`config.mk`:
```
export PLATFORM = sky130hd
export DESIGN_NAME = matvec_mac_seq
export DESIGN_NICKNAME = d
export VERILOG_FILES = /design/src/rtl/matvec_mac_seq.sv
export SDC_FILE = /design/constraint.sdc
export NUM_CORES = 1
export LEC_CHECK = 0
export ABC_CLOCK_PERIOD_IN_PS = 13080
export BUFFER_PORTS_ARGS = -buffer_cell sky130_fd_sc_hd__buf_2
export CAP_MARGIN = 5
export CORE_ASPECT_RATIO = 1.5
export CORE_MARGIN = 2
export CORE_UTILIZATION = 50
export DETAILED_ROUTE_END_ITERATION = 6
export GPL_ROUTABILITY_DRIVEN = 1
export PLACE_DENSITY = 0.72
export SLEW_MARGIN = 20
export SYNTH_ARGS = -nofsm -noshare
export SYNTH_HDL_FRONTEND = slang
export SYNTH_SLANG_ARGS = --single-unit
```
`constraint.sdc`:
```
create_clock -name clk -period 13.08 [get_ports clk]
set_input_delay 0 -clock clk [delete_from_list [all_inputs] [get_ports clk]]
set_output_delay 0 -clock clk [all_outputs]
set_load 0.01 [all_outputs]
```
`src/rtl/matvec_mac_seq.sv`:
```
// matvec_mac_seq: N x N matrix times N-vector using one shared multiply-accumulate
// unit. Operands are captured on start. One product is computed per cycle in
// row-major order. Each row's dot product is written to c as soon as it completes.
// out_valid is raised with the done pulse and is held until the next accepted start.
module matvec_mac_seq #(
  parameter int N      = 4,
  parameter int DW     = 7,
  parameter int ACC_W  = 18,
  parameter int SIGNED = 0
) (
  input  logic                 clk,
  input  logic                 rst,        // asynchronous, active-low
  input  logic                 start,
  input  logic                 abort,
  input  logic [N*N*DW-1:0]    a_flat,
  input  logic [N*DW-1:0]      b_flat,
  output logic                 busy,
  output logic                 done,
  output logic                 out_valid,
  output logic [N*ACC_W-1:0]   c_flat
);

  localparam int IW = (N > 1) ? $clog2(N) : 1;
  localparam logic [IW-1:0] LAST = IW'(N - 1);

  // Parameter sanity: the accumulator must hold a full dot product without overflow
  generate
    if (N < 2) begin : g_bad_n
      $error("matvec_mac_seq: N must be at least 2");
    end
    if (ACC_W < 2 * DW + $clog2(N)) begin : g_bad_accw
      $error("matvec_mac_seq: ACC_W too narrow for 2*DW + clog2(N)");
    end
  endgenerate

  typedef enum logic [1:0] {S_IDLE, S_RUN, S_DONE} state_t;

  state_t                 state_q, state_d;
  logic [IW-1:0]          row_q, row_d;
  logic [IW-1:0]          col_q, col_d;
  logic [ACC_W-1:0]       acc_q, acc_d;
  logic [N*N*DW-1:0]      a_q, a_d;
  logic [N*DW-1:0]        b_q, b_d;
  logic [ACC_W-1:0]       c_q [N];
  logic [ACC_W-1:0]       c_d [N];
  logic                   out_valid_q, out_valid_d;

  logic [DW-1:0]          a_el;
  logic [DW-1:0]          b_el;
  logic [ACC_W-1:0]       a_ext;
  logic [ACC_W-1:0]       b_ext;
  logic [ACC_W-1:0]       prod;

  // Select the current matrix element a[row][col] and vector element b[col]
  always_comb begin
    a_el = a_q[(int'(row_q) * N + int'(col_q)) * DW +: DW];
    b_el = b_q[int'(col_q) * DW +: DW];
  end

  // Widen operands to the accumulator width. The low ACC_W bits of a two's-complement
  // product are correct when both operands are sign-extended first.
  generate
    if (SIGNED != 0) begin : g_sext
      assign a_ext = {{(ACC_W - DW){a_el[DW-1]}}, a_el};
      assign b_ext = {{(ACC_W - DW){b_el[DW-1]}}, b_el};
    end else begin : g_zext
      assign a_ext = {{(ACC_W - DW){1'b0}}, a_el};
      assign b_ext = {{(ACC_W - DW){1'b0}}, b_el};
    end
  endgenerate

  assign prod = a_ext * b_ext;

  // Next-state logic: capture on start, step the MAC once per cycle in RUN, and stop on abort
  always_comb begin
    state_d     = state_q;
    row_d       = row_q;
    col_d       = col_q;
    acc_d       = acc_q;
    a_d         = a_q;
    b_d         = b_q;
    c_d         = c_q;
    out_valid_d = out_valid_q;
    case (state_q)
      S_IDLE: begin
        // start takes priority over a simultaneous abort here (abort is meaningless in IDLE)
        if (start) begin
          state_d     = S_RUN;
          a_d         = a_flat;
          b_d         = b_flat;
          row_d       = '0;
          col_d       = '0;
          acc_d       = '0;
          out_valid_d = 1'b0;
        end
      end
      S_RUN: begin
        if (abort) begin
          state_d     = S_IDLE;
          acc_d       = '0;
          row_d       = '0;
          col_d       = '0;
          out_valid_d = 1'b0;
        end else if (col_q != LAST) begin
          acc_d = acc_q + prod;
          col_d = col_q + 1'b1;
        end else begin
          c_d[row_q] = acc_q + prod;
          acc_d      = '0;
          col_d      = '0;
          if (row_q != LAST) begin
            row_d = row_q + 1'b1;
          end else begin
            state_d     = S_DONE;
            out_valid_d = 1'b1;
          end
        end
      end
      S_DONE: begin
        state_d = S_IDLE;
      end
      default: begin
        state_d = S_IDLE;
      end
    endcase
  end

  // State and datapath registers; reset discards any run in progress
  always_ff @(posedge clk or negedge rst) begin
    if (!rst) begin
      state_q     <= S_IDLE;
      row_q       <= '0;
      col_q       <= '0;
      acc_q       <= '0;
      a_q         <= '0;
      b_q         <= '0;
      out_valid_q <= 1'b0;
      for (int i = 0; i < N; i++) begin
        c_q[i] <= '0;
      end
    end else begin
      state_q     <= state_d;
      row_q       <= row_d;
      col_q       <= col_d;
      acc_q       <= acc_d;
      a_q         <= a_d;
      b_q         <= b_d;
      out_valid_q <= out_valid_d;
      c_q         <= c_d;
    end
  end

  assign busy      = (state_q == S_RUN);
  assign done      = (state_q == S_DONE);
  assign out_valid = out_valid_q;

  // Flatten the result array onto the output bus
  generate
    for (genvar gi = 0; gi < N; gi++) begin : g_cflat
      assign c_flat[gi*ACC_W +: ACC_W] = c_q[gi];
    end
  endgenerate

endmodule

```
==> After elaboration in Yosys (flattened, before gate mapping) <==
Cells that the tools add are included.
{ "classes": {"bitwise_logic": 3, "div": 0, "n_reduce_logical": 9, "shifts": 2, "magnitude_cmp": 2, "mul": 3, "muxes": 25, "n_addsub": 4, "eq_ne": 8} }
{ "op_table": {"columns": ["operator", "n"], "rows": [
  ["$shiftx 112x9->7", 1],
  ["$bwmux 72", 1],
  ["$mux 18", 4],
  ["$demux 18 s2", 1],
  ["$pmux 18 s2", 1],
  ["$shiftx 28x6->7", 1],
  ["$mux 2", 10],
  ["$add 18x14->18", 1],
  ["$mul 7x7->14", 1],
  ["$pmux 2 s2", 3],
  ["$mul 5x3->8 const B", 1],
  ["$reduce_and 4->1", 2],
  ["$ne 2x2->1 const B", 3],
  ["$ne 3x3->1 const B", 2],
  ["$reduce_and 3->1", 2],
  ["$add 4x2->5", 1],
  ["$mul 2x3->5 const B", 1],
  ["$add 2x1->2 const B", 2],
  ["$mux 1", 4],
  ["$reduce_and 2->1", 2],
  ["$ge 3x3->1 const B", 1],
  ["$lt 3x1->1 const B", 1],
  ["$ne 3x2->1 const B", 1],
  ["$not 2->3", 1],
  ["other kinds (7)", 8]
]} }
{ "totals": {"mem_count": 0, "input_bits": 144, "register_bits": 237, "word_cells": 67, "ram_bits": 0, "output_inout_bits": 75, "romBits": 0, "latch_bits": 0} }

==> Logic depth before layout (Yosys ltp) <==
Gate-level depths: netlist (run 1).
{ "logic_depth": {"ltp_word": 8, "mapped_depth": 21, "depth_no_buf": 18} }

==> Least setup slack after synthesis (run 1) <==
No wires, ideal clock.
{ "synth_path": {"kind": "register to register", "startpoint": "register col_q[0]", "endpoint": "register c_q, in the netlist c_flat[67]", "n_path_buf": 2, "path_stages_with_launch": 19, "setup_time_ns": 0.125, "arrival_time_ns": 5.576, "period_less_slack_ns": 5.701, "path_slack_ns": 7.379, "cell_sequence": "dfrtp_1 > buf_6 > buf_12 > mux4_2 > mux4_2 > and2_1 > fa_1 > fa_1 > fa_1 > inv_1 > fa_1 > inv_1 > ha_1 > a21o_1 > a2111oi_2 > nor2_1 > nor2_1 > xnor2_1 > mux2_2"} }
{ "synth_via": {"elab_chain_len": 6, "elab_cells_between_ends": 11} }
{ "synth_rtl": {"columns": ["element", "line", "source"], "rows": [
  ["from (decl)", "40", "logic [IW-1:0] col_q, col_d;"],
  ["from (signal assigned)", "144", "col_q <= col_d;"],
  ["$add 4x2->5", "56", "a_el = a_q[(int'(row_q) * N + int'(col_q)) * DW +: DW];"],
  ["$mul 5x3->8", "56", null],
  ["$shiftx 112x9->7", "56", null],
  ["$mul 7x7->14", "72", "assign prod = a_ext * b_ext;"],
  ["$add 18x14->18", "108", "c_d[row_q] = acc_q + prod;"],
  ["$bwmux 72", "108", null],
  ["to (signal, indexed assignment)", "139", "c_q[i] <= '0;"],
  ["to (signal assigned)", "149", "c_q <= c_d;"],
  ["to (decl)", "44", "logic [ACC_W-1:0] c_q [N];"]
]} }
Parallel ways exist; a longest one is shown, timed or not.
A chain may end at the register's enable or synchronous reset.

==> Worst setup path in the final report (run 1) <==
{ "layout_path": {"startpoint": "register col_q[0]", "endpoint": "register c_q, in the netlist c_flat[50]"} }
Same word-level chain as after synthesis.

==> impl_results.md, run 1 <==
- Outcome: finished, final reports clean
- Crit-path cells: buf_4 > mux4_1 > mux4_2 > and2_1 > fa_1 > fa_1 > inv_1 > fa_1 > fa_1 > inv_1 > ha_1 > a21oi_1 > o221ai_1 > a21oi_1 > o21ai_0 > a311oi_1 > o21ai_0
- Cell Pwr Density: 286 mW/mm^2
- Placer Congestion: 0.859
- Hold Crit Class: in -> reg
- Slew HR: 0.293
- Worst setup SP type: flip-flop
- Critical Path Fanout Max: 38
- Drt initial violations: 382
- H-tree depth: 1
- Crit Path Class: reg -> reg
- Syn Area/Cell: 12.9 um^2
- # hold bufs at CTS: 142
- Top Ports: 219
- First-pass GRT wire length: roughly 50 mm
- Clock Latency Late Sink: 520 ps
- CTS Buf Count: 23
- Number of global-route vias before repair: 9502
- Filler Cell Count: about 1800
- Clock Skew: 18.6 ps
- Wire length on met2: 17.2 mm
- Tightest Pin Transition: 1060 ps
- GRT Resource Usage Total: 0.249
- Post-Syn Area: roughly 0.012 mm^2
- Die footprint: 0.0257 mm^2
- Area used by multi-input combinational logic: 0.00575 mm^2
- GRT overflow: 0
- Wire length on met1: about 12 mm
- Post-detail-place hpwl: approximately 21 mm
- Worst path bufs/invs: 3
- Critical path's most frequent cell: fa_1
- Yosys top cell by area: dfrtp_1
- Fmax: 149 MHz
- Worst-path clk slew: 70 ps
- Residual DRC count: 0
- Minimum clock period: 6720 ps
- Buffers added on ports: 218
- Post-Layout Cell Count: 1638
- Ranking of synthesized cells by area: dfrtp_1 49%, mux2_2 15%, mux4_2 6.5%, fa_1 5.9%, ha_1 4.5%
- Initial Utilization: 0.504
- Peak VDD IR: 0.000422 V
- Critical-path top delay cell: mux4_1
- Number of nets with antenna violations after routing: 0
- Pins Over Slew Limit: 0
- Highest Signal Layer: met4
- Leakage: 7.57 nW
- Number of flops mapped to enable cells by yosys: 0
- Crit path max-delay family: adder cells
- Synth Register Bits: 237
- Sequential fraction of the synthesis area: 0.487
- Gate Count Post-Synth: 945
- Setup_tns: 0 ps
- Routed wire length: 31.4 mm
- CTS tree: built
- RSZ-0062 raised after global routing: false
- Area growth, synth to finish: 29.4%
- Via count: approximately 8600
- FF+latch area: 0.00593 mm^2
- Via-per-instance ratio: 5.27
- Most frequent cells in the layout: 236 x dfrtp_1, 217 x buf_2, 163 x mux2_2
- Root buffer cell: clkbuf_16
- Yosys warns: 0
- Post-cts resize count: 0
- Site row count: 70
- CP endpoint kind: flip-flop
- Required @ worst endpoint: 13440 ps
- Largest net degree at the start of global routing: 112
- CP max stage delay: about 760 ps
- Nets@finish: 1522
- Antenna violations before repair: 2
- Commonest non-fill, non-tap cell in the layout: dfrtp_1
- DR WL/cell: 19.1 um
- Number of setup violations in the final report: 0
- Dominant synthesized flop cell: dfrtp_1
- Die width: 131 um
- Final Hold Viols: 0
- Placed Cells: 1454
- Layout cells sized above 1: 0.361
- Detailed Routing Iterations Pass 1: 4
- Ys async rst share: 1.00
- Postcts setup bufs: 0
- Core area: 0.0242 mm^2
- Clock sinks: roughly 240
- Post-synth cell types: 51
- Post-Syn Nets: 1169
- Met3 WL: about 1.2 mm
- Post-synth top area share: 0.487
- CTS Buffer Depth: 3
- Max-cap violations: 0
- Tcrit/Tclk final: 0.514
- Arrival time of the worst setup path: 7090 ps
- Die height: 195 um
## per-layer routing
metal / track usage / vias up
li1: - / 4008
met1: 0.284 / 4306
met2: 0.471 / 235
met3: 0.0314 / 77
met4: 0.0986 / 0
met5: 0 / -
## flip-flops by register name, summed over array words and instances, names as in the netlist
signal and cells:
out_valid 1, b_q 28, a_q 112, row_q 2, state_q 2, col_q 2, acc_q 18, c_flat 72
## worst min-delay path, stage by stage
cell and delay, ps:
buf_2 80, nand2b_1 190, a21oi_1 80, o21ba_2 190
## metrics by stage
step | util | power [mW] | worst slack, ps | instance area, um^2 | hold slack [ps]
after floorplan | - | 3.02 | 7380 | 12200 | -296
after global routing | 0.652 | 4.93 | 5890 | 15800 | 97.3
after detailed placement | 0.561 | 3.84 | 6330 | 13600 | 121
final | 0.652 | 4.50 | 6360 | 15800 | 61.4
after CTS | 0.650 | 4.54 | 6360 | 15700 | 21.7
after global placement | 0.561 | 3.79 | 6450 | 13600 | 126
## report_power, final
part	internal [mW]	total (mW)	switching (mW)
Clock	0.383	0.665	0.282
Sequential	0.878	0.967	0.0886
Combinational	1.08	2.87	1.79
## cells in the mapped netlist, types with 2 or more instances
library cell,number
a211oi_1,3
a21o_1,6
a21oi_1,12
a22o_1,8
and2_1,37
and3_1,2
and4_1,2
buf_12,2
buf_2,10
buf_6,2
clkbuf_1,29
dfrtp_1,237
fa_1,36
ha_1,44
inv_1,75
inv_2,2
mux2_2,163
mux2i_1,5
mux4_1,7
mux4_2,35
nand2_1,97
nand3_1,7
nor2_1,11
nor2b_1,6
nor3_1,2
nor3b_1,2
o211a_1,2
o211ai_1,2
o21ai_0,59
o21ai_1,7
o21bai_1,2
o221ai_1,2
or3_1,3
xnor2_1,7
xor2_1,3
## cells by family (layout without fill, tap and decap cells)
family,after synthesis,count (layout),share of synthesized area
simple gates,171,171,0.0655
buf+inv,120,487,0.0419
flops,237,237,0.487
other cells,0,2,0
compound gates,117,117,0.0595
xor+xnor,10,10,0.00719
mux,210,210,0.235
fa+ha+maj,80,80,0.104
## layout make-up
type | count | share of cell area
repair buffers | 371 | 0.167
well taps | 324 | 0.0257
flip-flops and latches | 237 | 0.376
clock inverters | 6 | 0.00421
clock buffers | 33 | 0.0434
diodes | 2 | 0.000318
multi-input cells | 588 | 0.365
inverters | 77 | 0.0183
## path summary, 6_finish.rpt
check | slack [ps] | to | start | cells past startpoint
max | 6360 | c_flat[50] | col_q[0] | 17
min | 60 | state_q[0] | abort | 4
max reg2reg | 6360 | c_flat[50] | col_q[0] | 17
min reg2reg | 470 | c_flat[40] | c_flat[40] | 2
max in group asynchronous | 11380 | col_q[0] | rst | 3
min in group asynchronous | 130 | a_q[105] | rst | 2
No activity file was read; power rests on OpenSTA's default activity.
==> inputs of run 2 (changes only) <==
--- a/config.mk
+++ b/config.mk
@@ -5,7 +5,7 @@
 export SDC_FILE = /design/constraint.sdc
 export NUM_CORES = 1
 export LEC_CHECK = 0
-export ABC_CLOCK_PERIOD_IN_PS = 13080
+export ABC_CLOCK_PERIOD_IN_PS = 5800
 export BUFFER_PORTS_ARGS = -buffer_cell sky130_fd_sc_hd__buf_2
 export CAP_MARGIN = 5
 export CORE_ASPECT_RATIO = 1.5
@@ -13,7 +13,7 @@
 export CORE_UTILIZATION = 50
 export DETAILED_ROUTE_END_ITERATION = 6
 export GPL_ROUTABILITY_DRIVEN = 1
-export PLACE_DENSITY = 0.72
+export PLACE_DENSITY = 0.75
 export SLEW_MARGIN = 20
 export SYNTH_ARGS = -nofsm -noshare
 export SYNTH_HDL_FRONTEND = slang
==> constraint.sdc (replaced) <==
create_clock -name clk -period 5.8 [get_ports clk]
set_input_delay 0 -clock clk [delete_from_list [all_inputs] [get_ports clk]]
set_output_delay 0 -clock clk [all_outputs]
set_load 0.01 [all_outputs]
==> impl_results.md, run 2 (synthesis results as in run 1) <==
- Detailed Routing Iterations Pass 1: 5 (+1)
- Drt initial violations: 453 (+19%)
- Slew HR: 0.366 (+0.0721)
- Residual DRC count: 0 (unchanged)
- Arrival time of the worst setup path: 6150 ps (-940 ps)
- Placer Congestion: 0.912 (+6.2%)
- Number of setup violations in the final report: 0 (unchanged)
- Core area: 0.0242 mm^2 (unchanged)
- Top Ports: 219 (unchanged)
- Pins Over Slew Limit: 0 (unchanged)
- Number of nets with antenna violations after routing: 0 (unchanged)
- Routed wire length: 34.4 mm (+9.7%)
- Required @ worst endpoint: 6240 ps (-7200 ps)
- Critical-path top delay cell: mux4_2
- Tcrit/Tclk final: 0.985 (+0.471)
- Outcome: finished, final reports clean
- Most frequent cells in the layout: 236 x dfrtp_1, 217 x buf_2, 161 x mux2_2
- Layout cells sized above 1: 0.420 (+0.0596)
- Via-per-instance ratio: 5.41 (+2.7%)
- Die footprint: 0.0257 mm^2 (unchanged)
- Antenna violations before repair: 4 (+2)
- Root buffer cell: clkbuf_16
- Number of global-route vias before repair: 9791 (+3.0%)
- Worst-path clk slew: 70 ps (about the same)
- Max-cap violations: 0 (unchanged)
- Post-detail-place hpwl: 22.1 mm (+5.3%)
- Tightest Pin Transition: 952 ps (-107 ps)
- Worst setup SP type: flip-flop
- Final worst setup slack: 86.4 ps (-6270 ps)
- Hold Crit Class: in -> async
- Nets@finish: 1570 (+3.2%)
- CP max stage delay: 590 ps (-170 ps)
- GRT Resource Usage Total: 0.263 (+0.0142)
- Die height: 195 um (unchanged)
- Clock Latency Late Sink: 510 ps (about the same)
- Crit-path cells: buf_12 > buf_8 > mux4_2 > mux4_2 > buf_6 > and2_1 > fa_1 > fa_2 > fa_1 > inv_1 > fa_1 > inv_1 > ha_4 > buf_6 > o211a_1 > o211ai_1 > buf_4 > nor3b_4 > o21ai_4 > or3_1 > o21ai_1
- Setup WS pre-CTS: -107 ps (-6440 ps)
- Final Hold Viols: 0 (unchanged)
- H-tree depth: 1 (unchanged)
- DR WL/cell: 20.4 um (+6.5%)
- GRT overflow: 0 (unchanged)
- CP endpoint kind: flip-flop
- First-pass GRT wire length: 52.8 mm (+4.4%)
- Post-Layout Cell Count: 1688 (+3.1%)
- Largest net degree at the start of global routing: 141 (+26%)
- Die width: 131 um (unchanged)
- Minimum clock period: 5710 ps (-1010 ps)
- CTS Buf Count: 23 (unchanged)
- Clock sinks: 237 (unchanged)
- CTS Buffer Depth: 3 (unchanged)
- Clock Skew: 13.1 ps (-5.57 ps)
- Biggest register: a_q
- Area growth, synth to finish: 35.1%
- Initial Utilization: 0.504 (unchanged)
- CTS tree: built
- Critical Path Fanout Max: 7 (-82%)
- Number of flip-flops in the largest register: 112 (unchanged)
- Critical path's most frequent cell: fa_1
- Buffers added on ports: 218 (unchanged)
- Crit Path Class: reg -> reg
- Fmax: 175 MHz (+18%)
- Commonest non-fill, non-tap cell in the layout: dfrtp_1
- Site row count: 70 (unchanged)
- Placed Cells: 1488 (+2.3%)
- RSZ-0062 raised after global routing: true
- Via count: 9127 (+5.8%)
-- run 2: final timing paths --
path                       startpoint    endpoint  slack (ps)  depth (start not counted)
hold / removal                    rst    a_q[103]         100                          2
hold reg to reg             c_flat[9]   c_flat[9]         470                          2
min in group clk                abort  state_q[0]         100                          4
setup reg to reg             col_q[0]   acc_q[17]          90                         21
setup / recovery             col_q[0]   acc_q[17]          90                         21
max in group asynchronous         rst    col_q[0]        4260                          3
-- run 2: per-stage QoR --
stage / utilization / TNS [ps] / hold slack [ps] / cell area [um^2]
6_report: 0.681 / 0 / 99.3 / 16500
5_1_grt: 0.680 / -1350 / 151 / 16400
4_1_cts: 0.663 / -59.6 / 71.6 / 16000
3_5_place_dp: 0.573 / -1320 / 53.6 / 13800
3_3_place_gp: 0.573 / -1.95 / 49.8 / 13800
2_1_floorplan: - / 0 / -296 / 12200
-- run 2: worst max-delay path, delay by kind of cell, from the launching register on --
family | cells | cell delay, ps
adders and majority gates | 5 | 2160
muxes | 2 | 1100
buffers and inverters | 7 | 840
DFF | 1 | 410
AOI/OAI and AO/OA | 4 | 470
and+or+nand+nor | 3 | 650
-- run 2: layer usage --
layer | GRT usage | wire length (um) | up-vias
li1 | - | - | 4093
met1 | 0.280 | 11800 | 4585
met2 | 0.515 | 19400 | 347
met3 | 0.0337 | 1570 | 102
met4 | 0.112 | 1620 | 0
met5 | 0 | 0 | -
-- run 2: final cells by class --
class	count	area (um^2)
diodes	5	12.5
inverters	77	289
repair buffers	419	3070
fillers	1680	7720
well taps	324	405
flip-flops and latches	237	5930
multi-input cells	588	6030
clock inverters	9	90.1
clock buffers	29	628
-- run 2: what timing repair did --
action,CTS,global route
cloned,0,1
setup endpoints to repair,26,50
pin swaps,0,41
hold buffers,142,0
buffers inserted,0,14
hold endpoints to repair,229,0
gates resized for setup,9,69
Power of run 2 is not shown: default switching activity piles up to over one toggle a cycle in this logic, so the estimate is an artifact.
==> inputs of run 3 (changes only) <==
--- a/config.mk
+++ b/config.mk
@@ -5,7 +5,7 @@
 export SDC_FILE = /design/constraint.sdc
 export NUM_CORES = 1
 export LEC_CHECK = 0
-export ABC_CLOCK_PERIOD_IN_PS = 5800
+export ABC_CLOCK_PERIOD_IN_PS = 5600
 export BUFFER_PORTS_ARGS = -buffer_cell sky130_fd_sc_hd__buf_2
 export CAP_MARGIN = 5
 export CORE_ASPECT_RATIO = 1.5
@@ -13,7 +13,7 @@
 export CORE_UTILIZATION = 50
 export DETAILED_ROUTE_END_ITERATION = 6
 export GPL_ROUTABILITY_DRIVEN = 1
-export PLACE_DENSITY = 0.75
+export PLACE_DENSITY = 0.72
 export SLEW_MARGIN = 20
 export SYNTH_ARGS = -nofsm -noshare
 export SYNTH_HDL_FRONTEND = slang
==> constraint.sdc (replaced) <==
create_clock -name clk -period 5.6 [get_ports clk]
set_input_delay 0 -clock clk [delete_from_list [all_inputs] [get_ports clk]]
set_output_delay 0 -clock clk [all_outputs]
set_load 0.01 [all_outputs]
==> impl_results.md, run 3 (synthesis results as in run 1) <==
- Required @ worst endpoint: 6000 ps (-240 ps)
- Commonest non-fill, non-tap cell in the layout: dfrtp_1
- Nets@finish: 1597 (+1.7%)
- Post-route cell area: 0.0170 mm^2 (+3.2%)
- Placed cell area: 0.0141 mm^2 (+1.8%)
- Final Hold Viols: 0 (unchanged)
- Area growth, synth to finish: 39.4%
- R2r startpoint: col_q[0]
- Violated checks: negative setup slack
- Slew HR: 0.277 (-0.0882)
- CTS tree: built
- Pins Over Slew Limit: 0 (unchanged)
- Clock Latency Late Sink: 530 ps (+20 ps)
- Root buffer cell: clkbuf_16
- Die height: 195 um (unchanged)
- GRT Resource Usage Total: 0.273 (+0.00938)
- CP endpoint kind: flip-flop
- Layout cells sized above 1: 0.465 (+0.0445)
- Die width: 131 um (unchanged)
- Outcome: finished, violations left
- Post-detail-place hpwl: 21.7 mm (-2.1%)
- Biggest register: a_q
- Worst R2R Setup Slack: -160 ps (-250 ps)
- Fmax: 174 MHz (-0.81%)
- Max-cap violations: 0 (unchanged)
- Top Ports: 219 (unchanged)
- Detailed Routing Iterations Pass 1: 4 (-1)
- Arrival time of the worst setup path: 6160 ps (about the same)
- Site row count: 70 (unchanged)
- Initial Utilization: 0.504 (unchanged)
- Number of setup violations in the final report: 20 (+20)
- Die footprint: 0.0257 mm^2 (unchanged)
- Post-layout util: 0.702 (+0.0219)
- CTS Buf Count: 24 (+4.3%)
- Final worst setup slack: -160 ps (-246 ps)
- GRT overflow: 0 (unchanged)
- DR WL/cell: 20.3 um (-0.28%)
- CP Depth: 22 (+4.8%)
- Number of global-route vias before repair: 10200 (+4.0%)
- Minimum clock period: 5760 ps (+46.5 ps)
- Residual DRC count: 0 (unchanged)
- Clock Skew: 22.6 ps (+9.53 ps)
- Worst path bufs/invs: 8 (+1)
- Crit-path cells: buf_12 > buf_12 > mux4_2 > mux4_2 > and2_4 > fa_1 > inv_2 > fa_1 > inv_2 > fa_1 > inv_2 > fa_1 > inv_2 > ha_4 > buf_6 > o211a_1 > o211ai_1 > buf_4 > nor3b_2 > o21ai_2 > xnor2_2 > o21ai_1
- Tightest Pin Transition: 1080 ps (+124 ps)
- Critical Path Fanout Max: 6 (-1)
- First-pass GRT wire length: 54.6 mm (+3.4%)
- Hold Crit Class: in -> async
- Placer Congestion: 0.844 (-7.5%)
- Worst setup SP type: flip-flop
- Routed wire length: 34.8 mm (+1.3%)
- Via-per-instance ratio: 5.37 (-0.60%)
- Crit path max-delay family: adder cells
- Number of nets with antenna violations after routing: 0 (unchanged)
- Antenna violations before repair: 2 (-2)
- Number of flip-flops in the largest register: 112 (unchanged)
- Via count: 9212 (+0.93%)
- Drt initial violations: 388 (-14%)
- Buffers added on ports: 218 (unchanged)
- FF-to-FF End: c_flat[35]
- Core area: 0.0242 mm^2 (unchanged)
- H-tree depth: 1 (unchanged)
- Hold WS: 33.0 ps (-66.4 ps)
- Clock sinks: 237 (unchanged)
- Largest net degree at the start of global routing: 155 (+9.9%)
- Critical-path top delay cell: mux4_2
- Most frequent cells in the layout: 236 x dfrtp_1, 217 x buf_2, 160 x mux2_2
- CTS Buffer Depth: 3 (unchanged)
- RSZ-0062 raised after global routing: true
- CP max stage delay: 590 ps (about the same)
- Tcrit/Tclk final: 1.03 (+0.0435)
- Worst-path clk slew: 60 ps (about the same)
- Worst R2R Path Depth: 22 (+4.8%)
- Crit Path Class: reg -> reg
- Setup WS pre-CTS: -510 ps (-402 ps)
==> run 3: worst max-delay path by stage <==
| stage | from | to | slack [ps] |
|---|---|---|---|
| 2_1_floorplan | col_q[0] | acc_q[14] | 9 |
| 3_3_place_gp | col_q[0] | c_flat[70] | -390 |
| 3_5_place_dp | col_q[0] | c_flat[70] | -510 |
| 4_1_cts | col_q[0] | c_flat[49] | -160 |
| 5_1_grt | col_q[0] | c_flat[71] | -330 |
| 6_report | col_q[0] | c_flat[35] | -160 |
==> run 3: timing repair <==
| item | 4_1_cts | 5_1_grt |
|---|---|---|
| endpoints found under the setup margin | 55 | 55 |
| hold buffers | 142 | 0 |
| pin swaps | 48 | 58 |
| hold endpoints to repair | 224 | 0 |
| resized for setup | 81 | 88 |
| setup buffers | 15 | 5 |
| gates cloned | 3 | 0 |
==> run 3: routing by layer <==
| layer | global-route usage | wire length, um | vias to the layer above |
|---|---|---|---|
| met5 | 0 | 0 | - |
| met4 | 0.149 | 2020 | 0 |
| met3 | 0.0402 | 1390 | 120 |
| met1 | 0.291 | 12300 | 4626 |
| met2 | 0.513 | 19100 | 313 |
| li1 | - | - | 4153 |
==> run 3: layout make-up <==
class / count / area (um^2)
multi-input cells: 588 / 6260
flip-flops and latches: 237 / 5930
well taps: 324 / 405
clock inverters: 4 / 45.0
repair buffers: 445 / 3330
diodes: 2 / 5.00
clock buffers: 37 / 719
fillers: 1632 / 7190
inverters: 77 / 289
==> run 3: per-stage QoR <==
stage	TNS, ps	cells
after floorplan	0	945
after global placement	-13050	1512
after detailed placement	-17330	1512
after CTS	-3180	1711
after global routing	-8950	1714
final	-1660	1714
Power of run 3 is left out for the same reason.
